===== src/rtl/fib_seq_pkg.sv =====
// Shared types and constants for the Fibonacci term sequencer.
package fib_seq_pkg;

  typedef enum logic [1:0] {
    IDLE = 2'd0,
    RUN  = 2'd1,
    DONE = 2'd2
  } fib_state_e;

  localparam int FIB_WIDTH_DEFAULT = 8;
  localparam int IDX_W             = 5;

endpackage


===== src/rtl/fib_step.sv =====
// Combinational adder producing the next Fibonacci term and its carry-out.
module fib_step #(
  parameter int WIDTH = 8
) (
  input  logic [WIDTH-1:0] a,
  input  logic [WIDTH-1:0] b,
  output logic [WIDTH-1:0] sum,
  output logic             carry
);

  assign {carry, sum} = {1'b0, a} + {1'b0, b};

endmodule


===== src/rtl/fib_sequencer.sv =====
// Fibonacci term generator: loads two seeds, emits one term per non-held RUN
// cycle, and stops on carry-out (sticky overflow) or at the term-index limit.
module fib_sequencer
  import fib_seq_pkg::*;
#(
  parameter int WIDTH      = FIB_WIDTH_DEFAULT,
  parameter int MAX_TERMS  = 24,
  parameter int AUTO_START = 1
) (
  input  logic             clock,
  input  logic             reset,
  input  logic             start,
  input  logic             hold,
  input  logic [WIDTH-1:0] seed0,
  input  logic [WIDTH-1:0] seed1,
  output logic [WIDTH-1:0] fib_out,
  output logic             fib_valid,
  output logic [IDX_W-1:0] term_idx,
  output logic             overflow,
  output logic             busy,
  output fib_state_e       dbg_state
);

  localparam logic [IDX_W-1:0] LAST_IDX = IDX_W'(MAX_TERMS - 1);

  // Handshake: fib_valid is a one-cycle push-only strobe; the consumer has no
  // ready and must take fib_out/term_idx in the cycle fib_valid is high.

  fib_state_e       state, state_n;
  logic [WIDTH-1:0] a_q, b_q, a_n, b_n;
  logic [WIDTH-1:0] out_n;
  logic [IDX_W-1:0] idx_n;
  logic             valid_n, ovf_n;
  logic [WIDTH-1:0] sum;
  logic             carry;
  logic             load;

  fib_step #(.WIDTH(WIDTH)) u_step (
    .a     (a_q),
    .b     (b_q),
    .sum   (sum),
    .carry (carry)
  );

  assign load = ((state == IDLE) && (start || (AUTO_START != 0))) ||
                ((state == DONE) && start);

  always_comb begin
    state_n = state;
    a_n     = a_q;
    b_n     = b_q;
    out_n   = fib_out;
    idx_n   = term_idx;
    valid_n = 1'b0;
    ovf_n   = overflow;
    case (state)
      IDLE, DONE: begin
        if (load) begin
          a_n     = seed0;
          b_n     = seed1;
          out_n   = seed0;
          idx_n   = '0;
          valid_n = 1'b1;
          ovf_n   = 1'b0;
          state_n = RUN;
        end
      end
      RUN: begin
        if (!hold) begin
          out_n   = b_q;
          idx_n   = term_idx + 1'b1;
          valid_n = 1'b1;
          // On carry the seeds stay put: the b just emitted is the final term.
          if (carry) begin
            ovf_n   = 1'b1;
            state_n = DONE;
          end else begin
            a_n = b_q;
            b_n = sum;
          end
          if (idx_n == LAST_IDX) state_n = DONE;
        end
      end
      default: state_n = IDLE;
    endcase
  end

  always_ff @(posedge clock or posedge reset) begin
    if (reset) begin
      state     <= IDLE;
      a_q       <= '0;
      b_q       <= '0;
      fib_out   <= '0;
      fib_valid <= 1'b0;
      term_idx  <= '0;
      overflow  <= 1'b0;
      busy      <= 1'b0;
    end else begin
      state     <= state_n;
      a_q       <= a_n;
      b_q       <= b_n;
      fib_out   <= out_n;
      fib_valid <= valid_n;
      term_idx  <= idx_n;
      overflow  <= ovf_n;
      busy      <= (state_n == RUN);
    end
  end

  assign dbg_state = state;

endmodule


===== config.mk =====
export PLATFORM = sky130hd
export DESIGN_NAME = fib_sequencer
export DESIGN_NICKNAME = d
export VERILOG_FILES = /design/src/rtl/fib_seq_pkg.sv /design/src/rtl/fib_step.sv /design/src/rtl/fib_sequencer.sv
export SDC_FILE = /design/constraint.sdc
export NUM_CORES = 1
export LEC_CHECK = 0
export BUFFER_PORTS_ARGS = -buffer_cell sky130_fd_sc_hd__buf_2
export CAP_MARGIN = 20
export CORE_MARGIN = 2
export CORE_UTILIZATION = 51
export CTS_BUF_LIST = sky130_fd_sc_hd__clkbuf_2 sky130_fd_sc_hd__clkbuf_4 sky130_fd_sc_hd__clkbuf_8
export DETAILED_ROUTE_END_ITERATION = 10
export GPL_ROUTABILITY_DRIVEN = 0
export PLACE_DENSITY_LB_ADDON = 0.08
export SLEW_MARGIN = 0
export SYNTH_ARGS = -nofsm -noshare
export SYNTH_HDL_FRONTEND = slang
export SYNTH_SLANG_ARGS = --single-unit

===== constraint.sdc =====
create_clock -name clock -period 3.2 [get_ports clock]
set_clock_uncertainty 0.15 [all_clocks]
set_input_delay 0.32 -clock clock [delete_from_list [all_inputs] [get_ports clock]]
set_output_delay 0.32 -clock clock [all_outputs]
set_load 0.02 [all_outputs]

==> impl_metrics.ini <==
[status]
status = finished, final reports clean

[floorplanning]
chipWidth_um = 65.6
dieArea_um2 = 4300
row_count = 22
coreArea_um2 = 3660
die_h_um = 65.6
io_pins = 38
initial_utilization_pct = 52.9

[sta]
tightest_slew_ps = 594
fmax_mhz = 371
fin_crit_sh_pct = 84.3
finalHoldViolCount = 0
slew_headroom_pct = 59.4
maxSlewViolCount = 0
final-setup-viol-count = 0
period_needed_ps = 2700
setup-tns-final_ps = 0
rsz0062_at_grt = false

[hold_path]
min-delay-start = start
holdPathStages = 3
hold_end = dbg_state[1]
hp-class = primary input to register

[synth]
synthTopCellsByCount = dfrtp_1 (34), nor2_1 (31), a21oi_1 (19), mux2i_1 (13), o21ai_0 (11)
syn_area_per_cell_um2 = 10.0
synth_edf_count = 0
ys_types = 43
yosys_warnings = 0
synth_top_cell_by_area = dfrtp_1
synth.net_count = 224
synth_cells = 193
yosys-top-cells-area = dfrtp_1 (44%), mux2i_1 (6.7%), ha_1 (6.5%)
synth.cell_area_um2 = 1940
ys_seq_elements = 34
yosysMostFrequentCell = dfrtp_1
netlist.area_leader.share_pct = 44.0
ys_async_sr_fraction_pct = 100
synthFlopType = dfrtp_1
ys_seq_area_share_pct = 44.0

[run]
cap_violations = 0

[setup_path]
arrival_ps = 2730
regToRegStartpoint = b_q[0]
cp.required_ps = 3230
worst-path-max-fanout = 15
worstRegToRegCells = 7
endpoint_kind = register
cp-start-kind = register
rr_endpoint = b_q[2]
path_class = register to register
r2r_slack_ps = 500
crit_start = b_q[0]

[clocking]
post_cts_resized = 0
clk_latency_ps = 290
clk_pin_slew_ps = 70
cts-root-buf = clkbuf_8
cts_tree = built
cts_buffers = 5
h-tree-depth = 2
cts.sinks = 34
clockBufferDepth = 2

[global_route]
grt_pass1_wl_um = 6690
grt_pass1_vias = 1478
gr-total-overflow = 0
track_usage_pct = 21.3
antenna_found_initial = 0
grt_max_degree = 35

[finish]
diodes = 0
fin_nets = 264
drive_gt1_share_pct = 26.5
area_delta_synth_final_pct = 17.1

[routing]
routed_wl_um = 3970
drt-pass1-iter-count = 4
wl_per_cell_um = 14.1
drt_iter0_markers = 34
num_vias = 1521
viasPerCell = 5.39
drtAntennaViolNets = 0
drc = 0

[pwr]
power_mw = 2.99
power_density_nw_per_um2 = 1320
p_leak_nw = 1.04
vdd_drop_max_uv = 623

[place]
portBuffers = 37
dp_hpwl_um = 2950
-- layout by cell type, fill, tap and decap left out, types with 3 or more instances in the layout --
| cell type | n |
|---|---|
| a211oi_1 | 4 |
| a21o_1 | 4 |
| a21oi_1 | 19 |
| a21oi_2 | 4 |
| buf_2 | 37 |
| buf_4 | 4 |
| clkbuf_8 | 5 |
| dfrtp_1 | 34 |
| ha_1 | 10 |
| inv_1 | 4 |
| mux2_2 | 3 |
| mux2i_1 | 13 |
| nand2_1 | 4 |
| nand2b_1 | 6 |
| nand3_1 | 3 |
| nor2_1 | 31 |
| nor3b_1 | 3 |
| o21ai_0 | 11 |
-- how the worst max path moves through the flow --
stage / slack (ps) / end / cells after the start
final: 500 / b_q[2] / 7
after detailed placement: 500 / b_q[2] / 7
after global placement: 550 / b_q[2] / 7
after floorplan: 730 / b_q[7] / 8
after CTS: 500 / b_q[2] / 7
after global routing: 350 / b_q[2] / 7
-- layer usage --
layer / vias up / global-route usage [%] / share of wire, %
met5: - / 0 / 0
met4: 0 / 12.2 / 2.2
met3: 7 / 4.28 / 3.4
met2: 27 / 37.5 / 52
met1: 717 / 23.9 / 42
li1: 770 / - / -
-- cell families (layout without fill, tap and decap cells) --
logic type	Yosys count	in the layout	share of synthesized area [%]
AND/OR/NAND/NOR	58	58	14.4
buffers and inverters	13	54	4.27
AO/OA/AOI/OAI	58	58	20.0
multiplexers	16	16	8.47
flip-flops	34	34	44.0
XOR/XNOR	3	3	1.36
adder cells (fa/ha/maj)	11	11	7.50
-- cell type report --
type | instances | area, um2
Tap cell | 48 | 60.1
Inverter | 4 | 15.0
Fill cell | 295 | 1390
Timing Repair Buffer | 42 | 225
Clock buffer | 7 | 83.8
Sequential cell | 34 | 851
Multi-Input combinational cell | 146 | 1000
Clock inverter | 1 | 30.0
-- state kept, by name (all words and copies together), names as in the netlist --
| name | count |
|---|---|
| dbg_state | 2 |
| busy | 1 |
| a_q | 8 |
| fib_out | 8 |
| term_idx | 5 |
| fib_valid | 1 |
| overflow | 1 |
| b_q | 8 |
-- stage by stage --
step	hold slack, ps	util [%]	setup WS [ps]	area [um2]	std cells
floorplan	312	-	730	1940	193
global placement	273	58.5	547	2140	273
detailed placement	282	58.5	504	2140	273
CTS	168	61.9	505	2270	282
global route	194	61.9	352	2270	282
finish	177	61.9	502	2270	282
-- where the power goes --
part / internal [mW] / switching [mW] / leakage, nW / total (mW)
clock network: 0.250 / 0.155 / 0.0593 / 0.405
logic: 0.756 / 1.04 / 0.592 / 1.79
registers: 0.644 / 0.150 / 0.391 / 0.795
total: 1.65 / 1.34 / 1.04 / 2.99
-- what timing repair did --
item | 4_1_cts | 5_1_grt
hold buffers | 1 | 0
endpoints found under the hold margin | 34 | 0
buffers inserted | 0 | 0
-- worst max-delay path, stage by stage, from the launching register on --
cell and delay (ps):
dfrtp_1 400, ha_1 230, fa_1 440, a211oi_2 320, nor3_2 120, o41ai_4 310, buf_4 270, mux2_2 350
(Power assumes the default switching activity.)
